**src/rtl/aesl_deadlock_monitor_param_if.sv**
```systemverilog
// Signal bundle for aesl_deadlock_monitor_param.
// Purpose : groups the harness-side status inputs and the monitor's deadlock
//           indication and diagnostic outputs into one connection.
// Signals : clear                 - clears sticky flag, snapshots and counters
//           axis_block_sigs       - per AXI-Stream port blocked flag
//           inst_idle_sigs        - per process idle flag
//           inst_block_sigs       - per process internal-channel blocked flag
//           block                 - live, debounced deadlock indication
//           block_sticky          - set on first detection, held until clear
//           block_proc_snapshot   - per-process AXI-Stream block vector at detection
//           block_axis_snapshot   - axis_block_sigs at detection
//           block_cycle           - free-running cycle count at detection
//           stall_cycles          - cycles spent with block=1
// Modports: master drives the status inputs (harness / bench),
//           slave is the monitor.
interface aesl_deadlock_monitor_param_if #(
  parameter int NUM_PROC = 14,
  parameter int NUM_AXIS = 2,
  parameter int CNT_W    = 32
);
  logic                clear;
  logic [NUM_AXIS-1:0] axis_block_sigs;
  logic [NUM_PROC-1:0] inst_idle_sigs;
  logic [NUM_PROC-1:0] inst_block_sigs;
  logic                block;
  logic                block_sticky;
  logic [NUM_PROC-1:0] block_proc_snapshot;
  logic [NUM_AXIS-1:0] block_axis_snapshot;
  logic [CNT_W-1:0]    block_cycle;
  logic [CNT_W-1:0]    stall_cycles;

  modport master (
    output clear, axis_block_sigs, inst_idle_sigs, inst_block_sigs,
    input  block, block_sticky, block_proc_snapshot, block_axis_snapshot,
           block_cycle, stall_cycles
  );

  modport slave (
    input  clear, axis_block_sigs, inst_idle_sigs, inst_block_sigs,
    output block, block_sticky, block_proc_snapshot, block_axis_snapshot,
           block_cycle, stall_cycles
  );
endinterface

```
**src/rtl/aesl_deadlock_monitor_param.sv**
```systemverilog
// Parametrised dataflow deadlock monitor.
// Purpose : flags a deadlock when every dataflow process is stopped (idle,
//           blocked on an internal channel, or blocked on an AXI-Stream port)
//           and at least one is stalled on an AXI-Stream port. The stop
//           condition is debounced over DEBOUNCE cycles. The first detection
//           is latched with a snapshot of which processes/ports were blocked
//           and the cycle number it happened in.
// Ports   : clock - rising-edge clock
//           reset - synchronous, active-high
//           mon   - status inputs / monitor outputs (slave modport)
//
// state      | meaning
// -----------+-------------------------------------------------------------
// ST_RUN     | stop condition not present
// ST_PEND    | stop condition present, debounce count still running
// ST_BLOCKED | stop condition held long enough; block asserted
module aesl_deadlock_monitor_param #(
  parameter int                      NUM_PROC   = 14,
  parameter int                      NUM_AXIS   = 2,
  parameter logic [NUM_AXIS*8-1:0]   AXIS_OWNER = {8'd13, 8'd0},
  parameter int                      DEBOUNCE   = 1,
  parameter int                      CNT_W      = 32
) (
  input logic                           clock,
  input logic                           reset,
  aesl_deadlock_monitor_param_if.slave  mon
);

  localparam int DB_W = $clog2(DEBOUNCE + 1);

  typedef enum logic [1:0] {
    ST_RUN     = 2'd0,
    ST_PEND    = 2'd1,
    ST_BLOCKED = 2'd2
  } state_t;

  state_t              state, state_nxt;
  logic [DB_W-1:0]     db_cnt, db_cnt_nxt;

  logic [NUM_PROC-1:0] axis_vec;
  logic [NUM_PROC-1:0] stop;
  logic                cond;
  logic                detect;

  logic                block_q;
  logic                sticky_q;
  logic [NUM_PROC-1:0] proc_snap_q;
  logic [NUM_AXIS-1:0] axis_snap_q;
  logic [CNT_W-1:0]    block_cycle_q;
  logic [CNT_W-1:0]    stall_q;
  logic [CNT_W-1:0]    cycle_cnt;

  // Fold each AXI-Stream port's block flag onto the process that owns it.
  always_comb begin
    axis_vec = '0;
    for (int p = 0; p < NUM_PROC; p++) begin
      for (int i = 0; i < NUM_AXIS; i++) begin
        if (AXIS_OWNER[i*8 +: 8] == 8'(p))
          axis_vec[p] = axis_vec[p] | mon.axis_block_sigs[i];
      end
    end
  end

  assign stop = mon.inst_idle_sigs | mon.inst_block_sigs | axis_vec;
  assign cond = (|axis_vec) & (&stop);

  // db_cnt counts cond cycles already seen while in ST_PEND; the cycle that
  // brings it to DEBOUNCE-1 with cond still true is the last debounce cycle.
  always_comb begin
    state_nxt  = state;
    db_cnt_nxt = db_cnt;
    unique case (state)
      ST_RUN: begin
        if (cond) begin
          if (DEBOUNCE == 1) begin
            state_nxt  = ST_BLOCKED;
            db_cnt_nxt = '0;
          end else begin
            state_nxt  = ST_PEND;
            db_cnt_nxt = DB_W'(1);
          end
        end
      end
      ST_PEND: begin
        if (!cond) begin
          state_nxt  = ST_RUN;
          db_cnt_nxt = '0;
        end else if (db_cnt == DB_W'(DEBOUNCE - 1)) begin
          state_nxt  = ST_BLOCKED;
          db_cnt_nxt = '0;
        end else begin
          db_cnt_nxt = db_cnt + DB_W'(1);
        end
      end
      ST_BLOCKED: begin
        if (!cond) begin
          state_nxt  = ST_RUN;
          db_cnt_nxt = '0;
        end
      end
      default: begin
        state_nxt  = ST_RUN;
        db_cnt_nxt = '0;
      end
    endcase
  end

  assign detect = (state_nxt == ST_BLOCKED) && (state != ST_BLOCKED);

  always_ff @(posedge clock) begin
    if (reset) begin
      state   <= ST_RUN;
      db_cnt  <= '0;
      block_q <= 1'b0;
    end else begin
      state   <= state_nxt;
      db_cnt  <= db_cnt_nxt;
      block_q <= (state_nxt == ST_BLOCKED);
    end
  end

  // A detection that coincides with clear recaptures, so the sticky flag is
  // never left clear while a fresh episode has just begun.
  always_ff @(posedge clock) begin
    if (reset) begin
      cycle_cnt     <= '0;
      sticky_q      <= 1'b0;
      proc_snap_q   <= '0;
      axis_snap_q   <= '0;
      block_cycle_q <= '0;
      stall_q       <= '0;
    end else begin
      if (cycle_cnt != {CNT_W{1'b1}})
        cycle_cnt <= cycle_cnt + CNT_W'(1);

      if (detect && (!sticky_q || mon.clear)) begin
        sticky_q      <= 1'b1;
        proc_snap_q   <= axis_vec;
        axis_snap_q   <= mon.axis_block_sigs;
        block_cycle_q <= cycle_cnt;
      end else if (mon.clear) begin
        sticky_q      <= 1'b0;
        proc_snap_q   <= '0;
        axis_snap_q   <= '0;
        block_cycle_q <= '0;
      end

      if (mon.clear)
        stall_q <= '0;
      else if (block_q && (stall_q != {CNT_W{1'b1}}))
        stall_q <= stall_q + CNT_W'(1);
    end
  end

  assign mon.block               = block_q;
  assign mon.block_sticky        = sticky_q;
  assign mon.block_proc_snapshot = proc_snap_q;
  assign mon.block_axis_snapshot = axis_snap_q;
  assign mon.block_cycle         = block_cycle_q;
  assign mon.stall_cycles        = stall_q;

endmodule
```
**src/flat_wrapper.sv**
```systemverilog
// flat-port wrapper written by rule: the top's interface ports become plain ports
module aesl_deadlock_monitor_param_flat 
#(
  parameter int                      NUM_PROC   = 14,
  parameter int                      NUM_AXIS   = 2,
  parameter logic [NUM_AXIS*8-1:0]   AXIS_OWNER = {8'd13, 8'd0},
  parameter int                      DEBOUNCE   = 1,
  parameter int                      CNT_W      = 32
)
  (clock, reset, mon_clear, mon_axis_block_sigs, mon_inst_idle_sigs, mon_inst_block_sigs, mon_block, mon_block_sticky, mon_block_proc_snapshot, mon_block_axis_snapshot, mon_block_cycle, mon_stall_cycles);
  aesl_deadlock_monitor_param_if #(.NUM_PROC(NUM_PROC), .NUM_AXIS(NUM_AXIS), .CNT_W(CNT_W)) mon_i ();
  input logic clock;
  input logic reset;
  input wire logic [$bits(mon_i.clear)-1:0] mon_clear;
  input wire logic [$bits(mon_i.axis_block_sigs)-1:0] mon_axis_block_sigs;
  input wire logic [$bits(mon_i.inst_idle_sigs)-1:0] mon_inst_idle_sigs;
  input wire logic [$bits(mon_i.inst_block_sigs)-1:0] mon_inst_block_sigs;
  output wire logic [$bits(mon_i.block)-1:0] mon_block;
  output wire logic [$bits(mon_i.block_sticky)-1:0] mon_block_sticky;
  output wire logic [$bits(mon_i.block_proc_snapshot)-1:0] mon_block_proc_snapshot;
  output wire logic [$bits(mon_i.block_axis_snapshot)-1:0] mon_block_axis_snapshot;
  output wire logic [$bits(mon_i.block_cycle)-1:0] mon_block_cycle;
  output wire logic [$bits(mon_i.stall_cycles)-1:0] mon_stall_cycles;
  assign mon_i.clear = mon_clear;
  assign mon_i.axis_block_sigs = mon_axis_block_sigs;
  assign mon_i.inst_idle_sigs = mon_inst_idle_sigs;
  assign mon_i.inst_block_sigs = mon_inst_block_sigs;
  assign mon_block = mon_i.block;
  assign mon_block_sticky = mon_i.block_sticky;
  assign mon_block_proc_snapshot = mon_i.block_proc_snapshot;
  assign mon_block_axis_snapshot = mon_i.block_axis_snapshot;
  assign mon_block_cycle = mon_i.block_cycle;
  assign mon_stall_cycles = mon_i.stall_cycles;
  aesl_deadlock_monitor_param #(.NUM_PROC(NUM_PROC), .NUM_AXIS(NUM_AXIS), .AXIS_OWNER(AXIS_OWNER), .DEBOUNCE(DEBOUNCE), .CNT_W(CNT_W)) u_core (.clock(clock), .reset(reset), .mon(mon_i));
endmodule
```
**config.mk**
```make
export PLATFORM = sky130hd
export DESIGN_NAME = aesl_deadlock_monitor_param_flat
export DESIGN_NICKNAME = d
export VERILOG_FILES = /design/src/rtl/aesl_deadlock_monitor_param_if.sv /design/src/rtl/aesl_deadlock_monitor_param.sv /design/src/flat_wrapper.sv
export SDC_FILE = /design/constraint.sdc
export NUM_CORES = 1
export LEC_CHECK = 0
export BUFFER_PORTS_ARGS = -buffer_cell sky130_fd_sc_hd__buf_2
export CAP_MARGIN = 20
export CELL_PAD_IN_SITES_DETAIL_PLACEMENT = 0
export CELL_PAD_IN_SITES_GLOBAL_PLACEMENT = 1
export CORE_ASPECT_RATIO = 1.5
export CORE_MARGIN = 5
export CORE_UTILIZATION = 40
export DETAILED_ROUTE_END_ITERATION = 10
export PLACE_DENSITY_LB_ADDON = 0.1
export REMOVE_ABC_BUFFERS = 1
export SLEW_MARGIN = 30
export SYNTH_ARGS = -nofsm -noshare
export SYNTH_HDL_FRONTEND = slang
export SYNTH_SLANG_ARGS = --single-unit
```
**constraint.sdc**
```tcl
create_clock -name clock -period 2.8 [get_ports clock]
set_input_delay 0.42 -clock clock [delete_from_list [all_inputs] [get_ports clock]]
set_output_delay 0.42 -clock clock [all_outputs]
set_load 0.03 [all_outputs]
```
==> impl_table.tex, run 1 <==
\begin{tabular}{lr}
\hline
Metric & Value \\
\hline
\multicolumn{2}{l}{\textbf{Status}} \\
\quad Run status & completed \\
\multicolumn{2}{l}{\textbf{Min path}} \\
\quad Kind of path behind the tightest hold check & in2reg \\
\multicolumn{2}{l}{\textbf{Timing}} \\
\quad Final Max Slew Viols & 0 \\
\quad Slack of the critical path & 0.525 ns \\
\quad Maximum frequency from static timing analysis & approximately 440 MHz \\
\quad Setup repair after global routing missed its margin & no \\
\quad Final period util & 0.812 \\
\quad Tightest slew margin relative to the limit & 0.553 \\
\quad Number of setup violations in the final report & 0 \\
\quad Minimum clock period after layout & 2.27 ns \\
\quad Clock skew after layout & 0.00836 ns \\
\quad Count of final hold-check violations & 0 \\
\quad Worst Hold Margin & $\sim$0.35 ns \\
\quad Tightest Pin Transition & 0.654 ns \\
\multicolumn{2}{l}{\textbf{Yosys}} \\
\quad Number of synthesized flops with an enable pin & 0 \\
\quad Post-synthesis instance total & 613 \\
\quad Yosys warning count & 0 \\
\quad Fraction of synthesized cell area in xor and xnor cells & 0.0452 \\
\quad Yosys reg bits & 102 \\
\quad Share of synthesized flip-flops with an asynchronous set or reset & 0 \\
\quad Compound-gate portion of the synthesized area & 0.191 \\
\quad Average instance area after synthesis & between 8 and 9 um2 \\
\quad Area of the mapped netlist & 5040 um2 \\
\quad Multiplexer share of the synthesized area & 0.00199 \\
\quad Largest family of logic cells by synthesized area & simple AND/OR/NAND/NOR gates \\
\quad Synthesized-area fraction occupied by adder cells & 0.00497 \\
\quad Library cells used by synthesis & 53 \\
\quad Share of synthesized cell area in and, or, nand and nor gates & 0.291 \\
\quad Sequential area share after synthesis & 0.405 \\
\quad Primary flip-flop cell chosen by synthesis mapping & sky130\_fd\_sc\_hd\_\_dfxtp\_1 \\
\multicolumn{2}{l}{\textbf{Place}} \\
\quad Pre-CTS worst setup slack & just over 0.5 ns \\
\quad Placed Area & 5620 um2 \\
\quad Detail Placement HPWL & about 9.5 mm \\
\quad Count of port buffers added during placement & 102 \\
\quad Weighted congestion reported at the end of routability-driven placement & 0.815 \\
\quad Cell total after placement & $\sim$840 \\
\multicolumn{2}{l}{\textbf{Critical path}} \\
\quad Buf+Inv Stages, Crit Path & 0 \\
\quad Endpoint type of the worst setup path & register \\
\quad Critical path's top delay family & simple AND/OR/NAND/NOR gates \\
\quad Biggest cell delay along the critical path & 0.71 ns \\
\quad Series of cell instances along the critical path & nand4\_2 > or4\_1 > nor3\_4 > mux2i\_1 > nor2\_1 \\
\quad Worst-path cell with the longest stage delay & sky130\_fd\_sc\_hd\_\_or4\_1 \\
\quad Top fanout value on the critical path & 11 \\
\quad Critical Path AT & 2.49 ns \\
\quad Required time reported for the critical path endpoint & between 3 and 4 ns \\
\quad Category of the critical setup timing path & reg2reg \\
\quad Nature of the critical path startpoint & register \\
\multicolumn{2}{l}{\textbf{Finish}} \\
\quad Count of inserted antenna diode cells & 0 \\
\quad Share of cells above drive strength 1 & 0.218 \\
\quad \# nets final & $\sim$730 \\
\quad Layout Area Growth over Synthesis & 17.5\% \\
\quad Top library cells by usage in the layout, fill and taps aside & sky130\_fd\_sc\_hd\_\_buf\_2 (102), sky130\_fd\_sc\_hd\_\_dfxtp\_1 (102), sky130\_fd\_sc\_hd\_\_a21oi\_1 (65) \\
\quad Finished Layout Cells & approximately 860 \\
\quad Final core occ & 0.475 \\
\quad Cell area after layout & approximately 5900 um2 \\
\multicolumn{2}{l}{\textbf{Floorplan}} \\
\quad Row cnt & 50 \\
\quad Area of the die & 15,000 um2 \\
\quad Starting Density & 0.405 \\
\quad Number of placed I/O pins & around 120 \\
\quad Horizontal die dimension & slightly above 100 um \\
\quad Die Ht & 147 um \\
\quad Floorplan Core Area & 12,400 um2 \\
\multicolumn{2}{l}{\textbf{Routing}} \\
\quad Starting DRC count in detailed routing & $\sim$280 \\
\quad Total Wirelength & 13.5 mm \\
\quad Drt wl/cell & 15.7 um \\
\quad Vias after detailed routing & 4,653 \\
\quad Number of routed nets with antenna violations & 0 \\
\quad Avg Vias per Cell & 5.42 \\
\quad Post-route DRC violation count & 0 \\
\quad Number of search-and-repair iterations in the first detailed-routing pass & 4 \\
\multicolumn{2}{l}{\textbf{Clock tree}} \\
\quad Worst-case clock buffer depth & 2 \\
\quad Clock tree from TritonCTS & yes \\
\quad Clock net sink count & 102 \\
\quad Number of CTS-inserted buffers & 9 \\
\quad CTS Hold Bufs & 0 \\
\quad Reg clk slew, reported paths & about 0.07 ns \\
\quad Post\_cts resized & 0 \\
\quad Clock latency on the worst-skew pair & 0.34 ns \\
\quad Setup repair bufs after CTS & 0 \\
\quad H-tree level count & 3 \\
\quad Clock root buffer & sky130\_fd\_sc\_hd\_\_clkbuf\_16 \\
\multicolumn{2}{l}{\textbf{Power}} \\
\quad Combinational group share of total power & 0.053 \\
\quad Relative contribution of sequential cells to total power & 0.505 \\
\quad Total power density per cell area & 488 nW/um2 \\
\quad Sw frac & 0.240 \\
\quad Part of the total power dissipated in the clock network & 0.442 \\
\quad Worst vdd ir & about 290 uV \\
\quad Reported leakage power & 2.22 nW \\
\quad Internal power & 0.00220 W \\
\quad Net switching power & 0.000695 W \\
\multicolumn{2}{l}{\textbf{Global routing}} \\
\quad Sum of overflow across all layers after global routing & 0 \\
\quad Number of antenna violations at the first check in global routing & 0 \\
\quad Pin count of the biggest net entering global routing & a little over 50 \\
\quad Number of global-route vias before repair & 4,330 \\
\quad Global-route wire length before repair & 21.9 mm \\
\quad Global-route usage over all layers & 0.178 \\
\multicolumn{2}{l}{\textbf{Job}} \\
\quad Count of maximum capacitance violations & 0 \\
\hline
\end{tabular}
cell families (layout without fill, tap and decap cells):
group	count (synthesis)	after routing
and+or+nand+nor	256	256
AOI/OAI and AO/OA	165	165
DFF	102	102
buffers and inverters	60	137
xor gates and xnor gates	26	26
adders and majority gates	2	2
other	1	13
muxes	1	1
Yosys cell counts, drive strengths merged (2+ instances only):
library cell  count  area [um2]
buf              23         163
nor2             38         143
a31oi             5        31.3
xor2              5        43.8
nor4              6        43.8
xnor2            21         184
o211ai            2        15.0
o31ai             4        35.0
nor3             17         118
nor2b            35         219
ha                2        25.0
and4             13         114
or4               5        37.5
or2               2        12.5
nand2            24        90.1
nand4            14         119
and2              6        37.5
or3              27         169
o21a              2        15.0
a211oi            5        37.5
a2111oi           5        56.3
and3              7        43.8
o22ai             5        31.3
a21oi            65         325
clkbuf           32         120
inv               5        18.8
dfxtp           102        2040
nand3            59         295
o2111ai           3        32.5
a31o              2        17.5
o21ai            60         300
routing by layer:
layer,track usage,share of wire,vias to the layer above
li1,-,-,2382
met1,0.220,0.43,2181
met2,0.317,0.52,81
met5,0,0,-
met4,0.0479,0.011,0
met3,0.0279,0.039,9
final cells by class:
cell class                      count  area (um2)
Clock buffer                        9         225
Clock inverter                      7        78.8
Fill cell                        1246        6530
Inverter                            5        18.8
Multi-Input combinational cell    463        2740
Sequential cell                   102        2040
Tap cell                          156         195
Timing Repair Buffer              116         616
power groups by stage:
stage / registers (W) / clock network [W] / logic, W
after floorplan: 0.00150 / 0 / 0.0000677
after global placement: 0.00149 / 0 / 0.000150
after detailed placement: 0.00149 / 0 / 0.000153
after CTS: 0.00146 / 0.00132 / 0.000153
after global routing: 0.00146 / 0.00138 / 0.000168
final: 0.00146 / 0.00128 / 0.000152
path summary, 6_finish.rpt:
check	cells after the start	from	end	slack, ns
worst max register to register	5	u_core.cycle_cnt[24]	u_core.cycle_cnt[1]	0.53
worst min register to register	1	u_core.state[0]	u_core.mon.block	0.47
worst max-delay path	5	u_core.cycle_cnt[24]	u_core.cycle_cnt[1]	0.53
worst min-delay path	3	mon_axis_block_sigs[0]	u_core.mon.block_axis_snapshot[0]	0.35
through the flow:
step,power [W],setup TNS (ns)
floorplan,0.00156,-0.635
global placement,0.00164,0
detailed placement,0.00165,0
CTS,0.00293,0
global route,0.00301,0
finish,0.00289,0
registers in the layout (all words and copies together) (netlist names):
signal / flops
u_core.mon.stall_cycles: 32
u_core.state: 2
u_core.mon.block: 1
u_core.mon.block_cycle: 32
u_core.mon.block_sticky: 1
u_core.cycle_cnt: 32
u_core.mon.block_axis_snapshot: 2
worst min-delay path: stages:
cell	delay, ns
sky130_fd_sc_hd__buf_2	0.11
sky130_fd_sc_hd__nand3_1	0.06
sky130_fd_sc_hd__a21oi_1	0.05
Power figures use the tool's default switching activity.
==> inputs of run 2 (changes only) <==
--- a/config.mk
+++ b/config.mk
@@ -11,7 +11,7 @@
 export CELL_PAD_IN_SITES_GLOBAL_PLACEMENT = 1
 export CORE_ASPECT_RATIO = 1.5
 export CORE_MARGIN = 5
-export CORE_UTILIZATION = 40
+export CORE_UTILIZATION = 36
 export DETAILED_ROUTE_END_ITERATION = 10
 export PLACE_DENSITY_LB_ADDON = 0.1
 export REMOVE_ABC_BUFFERS = 1
==> constraint.sdc (replaced) <==
create_clock -name clock -period 1.9 [get_ports clock]
set_input_delay 0.285 -clock clock [delete_from_list [all_inputs] [get_ports clock]]
set_output_delay 0.285 -clock clock [all_outputs]
set_load 0.03 [all_outputs]
==> run 2 against run 1 <==
Compared with the run above:
- sequential share of layout area decreased by 4.3 points
- combinational power increased by 68%
- critical path depth increased by 2
- maximum frequency increased by 25%
- first-iteration DRC count decreased by 38%
- via count increased by 7.9%
- register-to-register slack got worse by 0.44 ns
- total power increased by 54%
- clock skew increased by 0.0017 ns
- final cell count increased by 11%
==> impl_table.tex, run 2 (same netlist as run 1, synthesis figures left out) <==
\begin{tabular}{lr}
\hline
Metric & Value \\
\hline
\multicolumn{2}{l}{\textbf{Finish}} \\
\quad Most common cell after layout, fill and taps aside & sky130\_fd\_sc\_hd\_\_buf\_2 \\
\quad Count of inserted antenna diode cells & 0 (unchanged) \\
\quad \# nets final & 819 (+12\%) \\
\quad Top library cells by usage in the layout, fill and taps aside & sky130\_fd\_sc\_hd\_\_buf\_2 (102), sky130\_fd\_sc\_hd\_\_dfxtp\_1 (100), sky130\_fd\_sc\_hd\_\_buf\_4 (95) \\
\quad Cell area after layout & 6780 um2 (+15\%) \\
\quad Share of cells above drive strength 1 & 0.322 (+0.104) \\
\quad Number of fill cells in the layout & 1,398 (+12\%) \\
\quad Layout Area Growth over Synthesis & 34.6\% \\
\multicolumn{2}{l}{\textbf{Timing}} \\
\quad Count of final hold-check violations & 0 (unchanged) \\
\quad Maximum frequency from static timing analysis & 550 MHz (+25\%) \\
\quad Worst Hold Margin & 0.209 ns (-0.143 ns) \\
\quad Minimum clock period after layout & 1.82 ns (-0.458 ns) \\
\quad Clock skew after layout & 0.0100 ns (+0.00166 ns) \\
\quad Number of setup violations in the final report & 0 (unchanged) \\
\quad Final period util & 0.956 (+0.144) \\
\quad Final Max Slew Viols & 0 (unchanged) \\
\multicolumn{2}{l}{\textbf{Floorplan}} \\
\quad Area of the die & 16,500 um2 (+10\%) \\
\quad Die Ht & 155 um (+5.0\%) \\
\quad Row cnt & 53 (+6.0\%) \\
\quad Floorplan Core Area & 13,900 um2 (+11\%) \\
\quad Starting Density & 0.363 (-0.0412) \\
\quad Horizontal die dimension & 107 um (+4.9\%) \\
\quad Number of placed I/O pins & 115 (unchanged) \\
\multicolumn{2}{l}{\textbf{Clock tree}} \\
\quad CTS Hold Bufs & 0 (unchanged) \\
\quad Number of CTS-inserted buffers & 9 (unchanged) \\
\quad Setup repair bufs after CTS & 0 (unchanged) \\
\quad Clock net sink count & 102 (unchanged) \\
\quad H-tree level count & 3 (unchanged) \\
\quad Clock latency on the worst-skew pair & 0.35 ns (about the same) \\
\quad Worst-case clock buffer depth & 2 (unchanged) \\
\quad Clock tree from TritonCTS & yes \\
\quad Clock root buffer & sky130\_fd\_sc\_hd\_\_clkbuf\_16 \\
\quad Reg clk slew, reported paths & 0.07 ns (about the same) \\
\multicolumn{2}{l}{\textbf{Global routing}} \\
\quad Global-route wire length before repair & 24.6 mm (+12\%) \\
\quad Sum of overflow across all layers after global routing & 0 (unchanged) \\
\quad Global-route usage over all layers & 0.182 (+0.00412) \\
\quad Number of global-route vias before repair & 5,090 (+18\%) \\
\quad Number of antenna violations at the first check in global routing & 0 (unchanged) \\
\quad Pin count of the biggest net entering global routing & 47 (-7.8\%) \\
\multicolumn{2}{l}{\textbf{Routing}} \\
\quad Number of search-and-repair iterations in the first detailed-routing pass & 4 (unchanged) \\
\quad Total Wirelength & 14.7 mm (+9.1\%) \\
\quad Drt wl/cell & 15.4 um (-1.9\%) \\
\quad Post-route DRC violation count & 0 (unchanged) \\
\quad Number of routed nets with antenna violations & 0 (unchanged) \\
\quad Vias after detailed routing & 5,022 (+7.9\%) \\
\quad Starting DRC count in detailed routing & 174 (-38\%) \\
\quad Avg Vias per Cell & 5.26 (-2.9\%) \\
\multicolumn{2}{l}{\textbf{Power}} \\
\quad Reported leakage power & 2.72 nW (+23\%) \\
\quad Worst vdd ir & 453 uV (+59\%) \\
\quad Tot Pwr & 0.00445 W (+54\%) \\
\quad Total power density per cell area & 656 nW/um2 (+34\%) \\
\multicolumn{2}{l}{\textbf{Critical path}} \\
\quad Nature of the critical path startpoint & register \\
\quad Endpoint type of the worst setup path & register \\
\quad Required time reported for the critical path endpoint & 2.12 ns (-0.90 ns) \\
\quad Critical Path AT & 2.03 ns (-0.46 ns) \\
\quad Top fanout value on the critical path & 5 (-6) \\
\quad Category of the critical setup timing path & reg2reg \\
\multicolumn{2}{l}{\textbf{Place}} \\
\quad Detail Placement HPWL & 10.8 mm (+13\%) \\
\quad Weighted congestion reported at the end of routability-driven placement & 0.875 (+7.4\%) \\
\quad Placed Area & 6340 um2 (+13\%) \\
\quad Count of port buffers added during placement & 102 (unchanged) \\
\multicolumn{2}{l}{\textbf{Min path}} \\
\quad Kind of path behind the tightest hold check & in2reg \\
\multicolumn{2}{l}{\textbf{Status}} \\
\quad Run status & completed \\
\multicolumn{2}{l}{\textbf{Job}} \\
\quad Count of maximum capacitance violations & 0 (unchanged) \\
\hline
\end{tabular}
run 2: changes by cell type in the layout (fill, tap and decap cells not counted), sizes merged:
cell and change:
clkinv -1, clkinvlp +1, clkbuf +2, buf +87
bufinv +1, inv -3
run 2: what timing repair did:
action | in CTS | in global routing
pin swaps | 0 | 6
hold endpoints to repair | 0 | 0
endpoints found under the setup margin | 11 | 32
resized for setup | 2 | 24
run 2: power by group:
group	switching, W	internal, W
Sequential	0.00000497	0.00214
Combinational	0.000180	0.0000765
Clock	0.000818	0.00123
run 2: worst paths after layout:
check | startpoint | end | slack [ns] | cells past startpoint
max | u_core.mon.stall_cycles[1] | u_core.mon.stall_cycles[28] | 0.08 | 7
min reg2reg | u_core.state[0] | u_core.mon.block | 0.47 | 1
max reg2reg | u_core.mon.stall_cycles[1] | u_core.mon.stall_cycles[28] | 0.08 | 7
min | mon_axis_block_sigs[0] | u_core.mon.block_axis_snapshot[0] | 0.21 | 3
run 2: final cells by class:
cell class	count	area, um2	share of cell area
tap	165	206	0.0305
inverter	5	18.8	0.00277
clock inverter	5	81.3	0.0120
clock buffer	11	253	0.0373
timing repair buffer	203	1340	0.197
sequential	102	2040	0.302
multi-input combinational	463	2840	0.419
run 2: through the flow:
stage          TNS (ns)  instances  setup slack, ns   util
3_3_place_gp    -0.0839        938          -0.0304  0.458
4_1_cts               0        954           0.0140  0.483
3_5_place_dp     -0.210        938          -0.0564  0.458
5_1_grt        -0.00360        954         -0.00360  0.489
2_1_floorplan    -30.37        570           -0.832      -
6_report              0        954           0.0832  0.489
run 2: critical path: stages (launching register included):
cell                      delay (ns)
sky130_fd_sc_hd__dfxtp_1        0.34
sky130_fd_sc_hd__ha_1           0.17
sky130_fd_sc_hd__and4_4         0.26
sky130_fd_sc_hd__nand4_2        0.16
sky130_fd_sc_hd__buf_4          0.20
sky130_fd_sc_hd__nor4b_1        0.33
sky130_fd_sc_hd__xnor2_1        0.17
sky130_fd_sc_hd__nor2_1         0.06
run 2: layer usage:
metal / track usage / up-vias / routed length [um]
li1: - / 2538 / -
met1: 0.206 / 2366 / 5950
met2: 0.343 / 100 / 8070
met3: 0.0315 / 18 / 465
met4: 0.0591 / 0 / 227
met5: 0 / - / 0
==> inputs of run 3 (changes only) <==
--- a/config.mk
+++ b/config.mk
@@ -11,7 +11,7 @@
 export CELL_PAD_IN_SITES_GLOBAL_PLACEMENT = 1
 export CORE_ASPECT_RATIO = 1.5
 export CORE_MARGIN = 5
-export CORE_UTILIZATION = 36
+export CORE_UTILIZATION = 35
 export DETAILED_ROUTE_END_ITERATION = 10
 export PLACE_DENSITY_LB_ADDON = 0.1
 export REMOVE_ABC_BUFFERS = 1
==> run 3 against run 2 <==
Compared with the run above:
- hold slack improved by 0.014 ns
- clock skew decreased by 0.00078 ns
- clock power decreased by 15%
- sequential cell count unchanged
- total power decreased by 6.7%
- register-to-register slack got worse by 0.06 ns
- sequential share of layout area increased by 0.45 points
- count of clock-buffer cells in the layout decreased by 1
- worst setup slack got worse by 0.064 ns
- final area decreased by 1.2%
- critical endpoint is now u_core.mon.stall_cycles[19]
- die area increased by 2.6%
==> impl_table.tex, run 3 (same netlist as run 1, synthesis figures left out) <==
\begin{tabular}{lr}
\hline
Metric & Value \\
\hline
\multicolumn{2}{l}{\textbf{Power}} \\
\quad Worst vdd ir & 364 uV (-20\%) \\
\quad Reported leakage power & 2.66 nW (-2.0\%) \\
\quad Total power density per cell area & 619 nW/um2 (-5.6\%) \\
\multicolumn{2}{l}{\textbf{Clock tree}} \\
\quad Clock root buffer & sky130\_fd\_sc\_hd\_\_clkbuf\_16 \\
\quad Reg clk slew, reported paths & 0.07 ns (about the same) \\
\quad Clock tree from TritonCTS & yes \\
\quad Setup repair bufs after CTS & 0 (unchanged) \\
\quad Number of CTS-inserted buffers & 9 (unchanged) \\
\quad Clock latency on the worst-skew pair & 0.34 ns (about the same) \\
\quad Worst-case clock buffer depth & 2 (unchanged) \\
\quad CTS Hold Bufs & 0 (unchanged) \\
\quad Clock net sink count & 102 (unchanged) \\
\quad H-tree level count & 3 (unchanged) \\
\multicolumn{2}{l}{\textbf{Critical path}} \\
\quad Nature of the critical path startpoint & register \\
\quad Startpoint of the lowest-slack register-to-register path & u\_core.mon.stall\_cycles[21] \\
\quad Worst-case reg-to-reg path depth & 6 (-1) \\
\quad Endpoint type of the worst setup path & register \\
\quad Required time reported for the critical path endpoint & 2.16 ns (+0.04 ns) \\
\quad Critical Path AT & 2.14 ns (+0.11 ns) \\
\quad Top fanout value on the critical path & 18 (+13) \\
\quad Minimum setup slack among reg-to-reg paths & 0.02 ns (-0.06 ns) \\
\quad Capturing instance or port of the critical path & u\_core.mon.stall\_cycles[19] \\
\quad Category of the critical setup timing path & reg2reg \\
\quad Reg-to-Reg End & u\_core.mon.stall\_cycles[19] \\
\quad Startpoint of the worst setup timing path & u\_core.mon.stall\_cycles[21] \\
\multicolumn{2}{l}{\textbf{Global routing}} \\
\quad Sum of overflow across all layers after global routing & 0 (unchanged) \\
\quad Number of global-route vias before repair & 4,913 (-3.5\%) \\
\quad Number of antenna violations at the first check in global routing & 0 (unchanged) \\
\quad Pin count of the biggest net entering global routing & 38 (-19\%) \\
\quad Global-route wire length before repair & 24.0 mm (-2.2\%) \\
\quad Global-route usage over all layers & 0.173 (-0.00919) \\
\multicolumn{2}{l}{\textbf{Routing}} \\
\quad Number of routed nets with antenna violations & 0 (unchanged) \\
\quad Vias after detailed routing & 4,992 (-0.60\%) \\
\quad Post-route DRC violation count & 0 (unchanged) \\
\quad Total Wirelength & 14.6 mm (-0.75\%) \\
\quad Number of search-and-repair iterations in the first detailed-routing pass & 5 (+1) \\
\quad Starting DRC count in detailed routing & 144 (-17\%) \\
\quad Avg Vias per Cell & 5.14 (-2.3\%) \\
\quad Drt wl/cell & 15.0 um (-2.5\%) \\
\multicolumn{2}{l}{\textbf{Status}} \\
\quad Run status & completed \\
\multicolumn{2}{l}{\textbf{Timing}} \\
\quad Final Max Slew Viols & 0 (unchanged) \\
\quad Final period util & 0.990 (+0.0339) \\
\quad Setup repair after global routing missed its margin & yes \\
\quad Maximum frequency from static timing analysis & 532 MHz (-3.4\%) \\
\quad Minimum clock period after layout & 1.88 ns (+0.0643 ns) \\
\quad Clock skew after layout & 0.00923 ns (-0.000782 ns) \\
\quad Tightest Pin Transition & 0.593 ns \\
\quad Worst Hold Margin & 0.223 ns (+0.0141 ns) \\
\quad Number of setup violations in the final report & 0 (unchanged) \\
\quad Final TNS setup & 0 ns (unchanged) \\
\quad Count of final hold-check violations & 0 (unchanged) \\
\quad Tightest slew margin relative to the limit & 0.603 \\
\multicolumn{2}{l}{\textbf{Finish}} \\
\quad Layout Area Growth over Synthesis & 33.0\% \\
\quad \# nets final & 809 (-1.2\%) \\
\quad Count of inserted antenna diode cells & 0 (unchanged) \\
\quad Share of cells above drive strength 1 & 0.322 (about the same) \\
\quad Final core occ & 0.477 (-0.0125) \\
\quad Top library cells by usage in the layout, fill and taps aside & sky130\_fd\_sc\_hd\_\_buf\_2 (102), sky130\_fd\_sc\_hd\_\_dfxtp\_1 (95), sky130\_fd\_sc\_hd\_\_buf\_4 (85) \\
\quad Most common cell after layout, fill and taps aside & sky130\_fd\_sc\_hd\_\_buf\_2 \\
\quad Finished Layout Cells & 971 (+1.8\%) \\
\multicolumn{2}{l}{\textbf{Place}} \\
\quad Count of port buffers added during placement & 102 (unchanged) \\
\quad Detail Placement HPWL & 10.8 mm (+0.40\%) \\
\quad Weighted congestion reported at the end of routability-driven placement & 0.829 (-5.3\%) \\
\quad Cell total after placement & 955 (+1.8\%) \\
\multicolumn{2}{l}{\textbf{Job}} \\
\quad Count of maximum capacitance violations & 0 (unchanged) \\
\multicolumn{2}{l}{\textbf{Floorplan}} \\
\quad Number of placed I/O pins & 115 (unchanged) \\
\quad Horizontal die dimension & 108 um (+1.3\%) \\
\quad Area of the die & 16,900 um2 (+2.6\%) \\
\quad Row cnt & 53 (unchanged) \\
\quad Floorplan Core Area & 14,100 um2 (+1.4\%) \\
\quad Starting Density & 0.358 (-0.00514) \\
\quad Die Ht & 157 um (+1.3\%) \\
\multicolumn{2}{l}{\textbf{Min path}} \\
\quad Depth of the worst hold-timing path & 3 (unchanged) \\
\quad Kind of path behind the tightest hold check & in2reg \\
\hline
\end{tabular}
## run 3: cell types whose count changed in the layout (fill, tap and decap cells not counted), sizes merged
cell      previous run  this run
bufinv               2         0
buf                203       193
clkinvlp             1         0
inv                  5         8
clkbuf              11        10
clkinv               2         3
## run 3: how the worst min path moves through the flow
stage	start	endpoint	slack (ns)
global placement	u_core.state[0]	u_core.state[1]	0.43
floorplan	reset	u_core.cycle_cnt[11]	0.35
detailed placement	u_core.state[0]	u_core.mon.block	0.44
finish	mon_axis_block_sigs[0]	u_core.mon.block_axis_snapshot[0]	0.22
global route	mon_axis_block_sigs[1]	u_core.mon.block_axis_snapshot[1]	0.22
CTS	mon_axis_block_sigs[1]	u_core.mon.block_axis_snapshot[1]	0.21
## run 3: where the power goes
| part | internal (W) | total [W] | switching, W |
|---|---|---|---|
| Clock | 0.000903 | 0.00174 | 0.000842 |
| Sequential | 0.00214 | 0.00215 | 0.00000614 |
| Combinational | 0.0000772 | 0.000256 | 0.000178 |
| Total | 0.00312 | 0.00415 | 0.00103 |
## run 3: per-stage QoR
step | setup WS (ns) | area, um2 | total power (W)
floorplan | -0.832 | 4800 | 0.00230
global placement | 0.0253 | 6290 | 0.00246
detailed placement | -0.0188 | 6290 | 0.00246
CTS | 0.00269 | 6570 | 0.00422
global route | -0.0397 | 6700 | 0.00433
finish | 0.0189 | 6700 | 0.00415
## run 3: area by class of cell
type,instances,area [um2]
repair buffers,193,1250
flip-flops and latches,102,2050
multi-input cells,463,2870
clock inverters,6,45.0
clock buffers,10,229
fillers,1466,7360
inverters,5,18.8
well taps,192,240
## run 3: metal layers
metal	track usage	vias up	wire length, um
li1	-	2528	-
met1	0.189	2370	5830
met2	0.338	77	8030
met3	0.0254	17	453
met4	0.0511	0	285
met5	0	-	0
## run 3: repair_timing
item | 4_1_cts | 5_1_grt
setup endpoints to repair | 9 | 43
gates resized for setup | 1 | 34
cloned | 0 | 0
pin swaps | 0 | 5
hold endpoints to repair | 0 | 0
## run 3: critical path, cell delays in order, from the launching register on
cell and delay (ns):
sky130_fd_sc_hd__dfxtp_1 0.33, sky130_fd_sc_hd__and4_1 0.26, sky130_fd_sc_hd__and4_1 0.25, sky130_fd_sc_hd__a31o_2 0.30, sky130_fd_sc_hd__buf_12 0.16, sky130_fd_sc_hd__or3_1 0.35, sky130_fd_sc_hd__a21oi_1 0.17
